**config.mk**
```make
export PLATFORM = sky130hd
export DESIGN_NAME = sba_arbiter
export DESIGN_NICKNAME = d
export VERILOG_FILES = /design/src/rtl/sba_arbiter.sv
export SDC_FILE = /design/constraint.sdc
export NUM_CORES = 1
export LEC_CHECK = 0
export ABC_AREA = 0
export ABC_CLOCK_PERIOD_IN_PS = 2600
export CAP_MARGIN = 20
export CELL_PAD_IN_SITES_DETAIL_PLACEMENT = 1
export CELL_PAD_IN_SITES_GLOBAL_PLACEMENT = 2
export CORE_ASPECT_RATIO = 1.2
export CORE_UTILIZATION = 10
export CTS_CLUSTER_DIAMETER = 80
export CTS_CLUSTER_SIZE = 8
export DETAILED_ROUTE_END_ITERATION = 10
export PLACE_DENSITY_LB_ADDON = 0.15
export SKIP_LAST_GASP = 1
export SYNTH_ARGS = -nofsm -noshare
export SYNTH_HDL_FRONTEND = slang
export SYNTH_SLANG_ARGS = --single-unit
export TNS_END_PERCENT = 20
```
**constraint.sdc**
```tcl
create_clock -name i_clk -period 2.6 [get_ports i_clk]
set_clock_uncertainty 0.05 [all_clocks]
set_input_delay 0.39 -clock i_clk [delete_from_list [all_inputs] [get_ports i_clk]]
set_output_delay 0.39 -clock i_clk [all_outputs]
set_load 0.05 [all_outputs]
```
**src/rtl/sba_arbiter.sv**
```systemverilog
// rtl/sba_arbiter.sv - two-master round-robin bus arbiter with ack timeout
// m0 (CPU) and m1 (DMA) share one slave port; a hung slave is terminated with ack+err.
module sba_arbiter #(
  parameter int TIMEOUT = 255
) (
  input  logic        i_clk,
  input  logic        i_rst_n,
  input  logic        i_m0_stb,
  input  logic [31:0] i_m0_addr,
  input  logic [3:0]  i_m0_we,
  input  logic [31:0] i_m0_dat_w,
  output logic        o_m0_ack,
  output logic        o_m0_err,
  output logic [31:0] o_m0_dat_r,
  input  logic        i_m1_stb,
  input  logic [31:0] i_m1_addr,
  input  logic [3:0]  i_m1_we,
  input  logic [31:0] i_m1_dat_w,
  output logic        o_m1_ack,
  output logic        o_m1_err,
  output logic [31:0] o_m1_dat_r,
  output logic        o_stb,
  output logic [31:0] o_addr,
  output logic [3:0]  o_we,
  output logic [31:0] o_dat_w,
  input  logic        i_ack,
  input  logic [31:0] i_dat_r,
  output logic [1:0]  o_grant
);

  localparam logic [1:0] S_IDLE = 2'b00;
  localparam logic [1:0] S_OWN0 = 2'b01;
  localparam logic [1:0] S_OWN1 = 2'b10;
  localparam logic [7:0] TO_LIMIT = 8'(TIMEOUT);

  logic [1:0] state_q, state_d;
  logic [1:0] grant_q, grant_d;
  logic       last_q, last_d;
  logic [7:0] cnt_q, cnt_d;

  logic own0, own1, own_stb, fin_ack, fin_to;

  assign own0    = (state_q == S_OWN0);
  assign own1    = (state_q == S_OWN1);
  assign own_stb = (own0 & i_m0_stb) | (own1 & i_m1_stb);
  // A dropped strobe is an abort: neither ack nor timeout is reported for it.
  assign fin_ack = own_stb & i_ack;
  assign fin_to  = own_stb & ~i_ack & (cnt_q == TO_LIMIT);

  always_comb begin
    state_d = state_q;
    grant_d = grant_q;
    last_d  = last_q;
    cnt_d   = cnt_q;
    case (state_q)
      S_IDLE: begin
        // last_q = 1 means m1 owned last, so m0 wins a tie
        if (i_m0_stb && (!i_m1_stb || last_q)) begin
          state_d = S_OWN0;
          grant_d = 2'b01;
          cnt_d   = 8'd0;
        end else if (i_m1_stb) begin
          state_d = S_OWN1;
          grant_d = 2'b10;
          cnt_d   = 8'd0;
        end
      end
      default: begin
        if (!own_stb || fin_ack || fin_to) begin
          state_d = S_IDLE;
          grant_d = 2'b00;
          last_d  = own1;
          cnt_d   = 8'd0;
        end else begin
          cnt_d = cnt_q + 8'd1;
        end
      end
    endcase
  end

  always_ff @(posedge i_clk or negedge i_rst_n) begin
    if (!i_rst_n) begin
      state_q <= S_IDLE;
      grant_q <= 2'b00;
      last_q  <= 1'b1;
      cnt_q   <= 8'd0;
    end else begin
      state_q <= state_d;
      grant_q <= grant_d;
      last_q  <= last_d;
      cnt_q   <= cnt_d;
    end
  end

  assign o_grant = grant_q;
  assign o_stb   = own_stb;
  assign o_addr  = own0 ? i_m0_addr  : (own1 ? i_m1_addr  : 32'd0);
  assign o_we    = own0 ? i_m0_we    : (own1 ? i_m1_we    : 4'd0);
  assign o_dat_w = own0 ? i_m0_dat_w : (own1 ? i_m1_dat_w : 32'd0);

  assign o_m0_ack   = own0 & (fin_ack | fin_to);
  assign o_m0_err   = own0 & fin_to;
  assign o_m0_dat_r = (own0 && !fin_to) ? i_dat_r : 32'd0;
  assign o_m1_ack   = own1 & (fin_ack | fin_to);
  assign o_m1_err   = own1 & fin_to;
  assign o_m1_dat_r = (own1 && !fin_to) ? i_dat_r : 32'd0;

endmodule
```
* Yosys cells after proc, flatten, opt, wreduce, memory -nomap -nowiden
Index checks and enable logic that the tools add are counted.
Word-level totals: register bits after elaboration 11, bits of input ports 173, output and inout port bits 139, logic and storage cells 50
Cells by class: add/subtract/negate cells 1, equality and inequality tests 4, muxes and demuxes 16, bitwise logic cells 13, reduce and logical (&&, ||, !) cells 13
Operators by type and width (count):
- 2-to-1 mux 32 bit | 6
- 2-to-1 mux 8 bit | 4
- AND 1 bit | 9
- adder 8 x 1 -> 8 bit (second input constant) | 1
- == test 8 bit (second input constant) | 1
- 2-to-1 mux 2 bit | 4
- 2-to-1 mux 4 bit | 2
- AND reduction 2 bit | 2
- logical AND 1 bit | 3
- zero test 1 bit | 3
- logical OR 1 bit | 3
- != test 3 bit (second input constant) | 1
- == test 2 x 1 -> 1 bit (second input constant) | 1
- == test 2 bit (second input constant) | 1
- zero test 2 bit | 1
- NOT 1 bit | 2
- OR 1 bit | 2
- nonzero test 2 bit | 1

* Depth between registers and ports, before layout
depth after elaboration 8, depth in mapped cells 6, mapped depth without buffers 5

* Least setup slack after synthesis
OpenSTA, ideal clock, no wires.
kind register -> output, start register o_grant[0] (netlist name), end output port o_m0_ack, arrival 2526 ps, required time 2160 ps, slack -366 ps, cell stages (with the launch flop) 7, buffers on the path 2, cell sequence dfrtp_1 buf_2 nor2b_1 clkbuf_1 a22o_1 o21ai_0 nor2_1
RTL lines:
- to (decl) | RTL line 12 | output logic o_m0_ack,

* Worst setup path after layout
start register cnt_q[0], end output port o_m0_dat_r[23]
Between the ends: word-level cells in the longest chain between the ends 5
Ends and longest elaborated chain:
- from (decl) | RTL line 39 | logic [7:0] cnt_q, cnt_d;
- from (signal assigned) | RTL line 91 | cnt_q <= cnt_d;
- == test 8 bit | RTL line 48 | assign fin_to = own_stb & ~i_ack & (cnt_q == TO_LIMIT);
- AND 1 bit | RTL line 48
- zero test 1 bit | RTL line 103 | assign o_m0_dat_r = (own0 && !fin_to) ? i_dat_r : 32'd0;
- logical AND 1 bit | RTL line 103
- 2-to-1 mux 32 bit | RTL line 103
- to (decl) | RTL line 14 | output logic [31:0] o_m0_dat_r,
No other way between the ends.

==> results.py <==
metrics = {
    "status": {
        "status": "completed",
    },
    "drt": {
        "wirelength_um": 14200,
        "drt-initial-drc-count": 67,
        "route.detailed.drc": 0,
        "drtAntennaViolNets": 0,
        "vias": 3074,
        "vias_per_cell": 4.077,
        "drt_first_pass_iters": 4,
        "routedWlPerCell_um": 18.84,
    },
    "sta": {
        "fin_setup_tns_ns": 0,
        "setup_viol": 0,
        "relSlewSlack_pct": 61.89,
        "hold_slack_ns": 0.4364,
        "fin_crit_sh_pct": 98.03,
        "hold_violations": 0,
        "max_freq_mhz": 392.3,
        "finalCriticalPeriod_ns": 2.549,
        "tightest_slew_ns": 0.5699,
        "report.final.slew_viol_count": 0,
        "rsz0062_at_grt": "yes",
    },
    "die": {
        "die-area_um2": 18500,
        "die_width_um": 124.3,
        "io_pins": 312,
        "start_util_pct": 10.22,
        "core.rowCount": 53,
        "die_y_um": 148.8,
        "coreArea_um2": 17570,
    },
    "critical_path": {
        "endpoint_kind": "output port",
        "cp_top_family": "simple AND/OR/NAND/NOR gates",
        "max_stage_delay_ns": 0.40,
        "crit_fanout": 8,
        "critPathSlowestCell": "dfrtp_1",
        "worstSetupStartpointType": "flop",
        "path_cells": "ha_2 > and3_2 > and4_4 > a21oi_4 > buf_12 > clkbuf_16 > and2_1 > buf_12",
        "cpMostUsedCell": "buf_12",
        "critPathBufInv": 3,
        "cp_data_required_time_ns": 2.16,
        "worst_ep_arrival_time_ns": 2.11,
        "critical_path_class": "reg2out",
    },
    "finish": {
        "layout-drive-gt1-share_pct": 32.83,
        "utilization_pct": 38.53,
        "nFillCells": 1938,
        "ff_latch_area_um2": 276.5,
        "nets": 708,
        "multi_input_area_um2": 1458,
        "synthToLayoutAreaGrowth_pct": 277.1,
        "design_area_um2": 6770,
    },
    "power": {
        "p_per_area_nw_per_um2": 1024,
        "ir_drop_uv": 298.5,
        "p_leak_uw": 0.002703,
    },
    "synth": {
        "synth_top_area_share_pct": 34.63,
        "syn_avg_cell_area_um2": 7.875,
        "yosysWarnings": 0,
        "synth_nets": 402,
        "synth_area_leaders": "a22o_1, and2_1, dfrtp_1",
        "synth-edff-count": 0,
        "synth_area_um2": 1795,
        "synthMostInstantiatedCell": "a22o_1",
        "synth_ff_type": "dfrtp_1",
        "netlist_top_cells_count": "a22o_1, and2_1, buf_2",
        "ys_ff_latch": 11,
        "syn_inst": 228,
        "yosysUniqueCellTypes": 33,
        "yosysTopAreaCell": "a22o_1",
        "synthArstFlopShare_pct": 100.0,
        "seq_area_frac_synth_pct": 15.40,
    },
    "clock_network": {
        "cts_root_buf": "clkbuf_16",
        "cts_made_buffers": 3,
        "cts.clk_slew.worst_paths_ns": 0.04,
        "cts_tree": "built",
        "clock_sinks": 11,
        "htree_levels": 1,
        "ctsHoldBuffers": 0,
        "clock_path_buffers": 2,
        "clkLatencyLatePin_ns": 0.23,
    },
    "placement": {
        "gp_congestion": 0.7237,
        "io_buffer_count": 311,
        "dpl_cell_area_um2": 6585,
        "hpwlAfterDp_um": 12280,
    },
    "global_routing": {
        "overflow": 0,
        "grt_max_degree": 40,
        "grt_antenna_before_repair": 1,
        "grt_first_pass_wirelength_um": 20140,
        "grtUsageTotal_pct": 14.19,
        "grt_pass1_vias": 3183,
    },
    "worst_hold_path": {
        "worstHoldPathType": "reg2reg",
    },
    "run": {
        "max_cap_viol_count": 0,
    },
}
==> through the flow <==
stage,setup slack (ns),total power [µW],std cells
3_3_place_gp,0.1846,6553,746
5_1_grt,-0.03401,7165,754
4_1_cts,0.01156,6933,751
3_5_place_dp,0.1288,6586,746
2_1_floorplan,-0.05507,3283,228
6_report,0.05111,6933,754
==> layout by cell type, fill, tap and decap left out, types with 2 or more instances in the layout <==
master and n:
a22o_1 70, a31oi_1 4, nor2_1 3, mux2i_1 3, clkbuf_16 4, o21ai_0 3, nand4_1 3, dfrtp_1 10
nor2b_4 2, nor2_4 2, nand2_1 6, nand3b_1 2, inv_1 2, buf_12 140, a21oi_1 3, and2_4 7
clkdlybuf4s50_1 174, nand2b_1 2, and2_1 60, buf_4 10, nand3_1 2, and3_1 2
==> final timing paths <==
kind / startpoint / to / slack, ns / depth (start not counted)
worst min-delay path: cnt_q[6] / cnt_q[6] / 0.44 / 1
worst max-delay path: cnt_q[0] / o_m0_dat_r[23] / 0.05 / 8
max in group asynchronous: i_rst_n / cnt_q[5] / 1.65 / 1
worst max register to register: cnt_q[0] / o_grant[0] / 0.82 / 5
worst min register to register: cnt_q[6] / cnt_q[6] / 0.44 / 1
min in group asynchronous: i_rst_n / cnt_q[0] / 0.47 / 1
==> cells by family after synthesis <==
| family | synth area share [%] |
|---|---|
| adders and majority gates | 0.6968 |
| buffers and inverters | 6.899 |
| AOI/OAI and AO/OA | 42.02 |
| DFF | 15.40 |
| muxes | 1.673 |
| and+or+nand+nor | 32.82 |
| xor gates and xnor gates | 0.4879 |
==> where the power goes <==
group          total (µW)  switching (µW)  leakage, µW  internal, µW
Sequential            223            21.2     0.000148           202
Clock                 280            73.9    0.0000382           206
Combinational        6430            3420      0.00252          3010
Total                6930            3510      0.00270          3420
==> metal layers <==
| layer | part of all wire [%] | global-route usage (%) | wire, µm |
|---|---|---|---|
| met4 | 0.68 | 2.349 | 97 |
| met2 | 55 | 28.12 | 7833 |
| met3 | 7.6 | 3.910 | 1076 |
| met5 | 0 | 0 | 0 |
| met1 | 37 | 14.90 | 5194 |
==> flip-flops by register name (all words and copies together) (netlist names) <==
| register | flops |
|---|---|
| cnt_q | 8 |
| last_q | 1 |
| o_grant | 2 |
==> worst reg2reg max path, delay by kind of cell (launching register included) <==
kind            cells  cell delay [ns]
simple gates        3             0.78
flops               1             0.38
compound gates      1             0.24
fa+ha+maj           1             0.22
==> timing repair <==
item                                    in CTS  in global routing
resized for setup                            5                  8
pin swaps                                    1                  2
endpoints found under the setup margin      64                 64
buffers inserted                             0                  1
cloned                                       1                  1
==> cell type report <==
type	count	area share, %
Antenna cell	1	0.03696
Tap cell	220	4.066
Clock buffer	4	1.164
Sequential cell	11	4.084
Inverter	2	0.1109
Timing Repair Buffer	326	69.01
Multi-Input combinational cell	190	21.53
No activity file was read; power rests on OpenSTA's default activity.
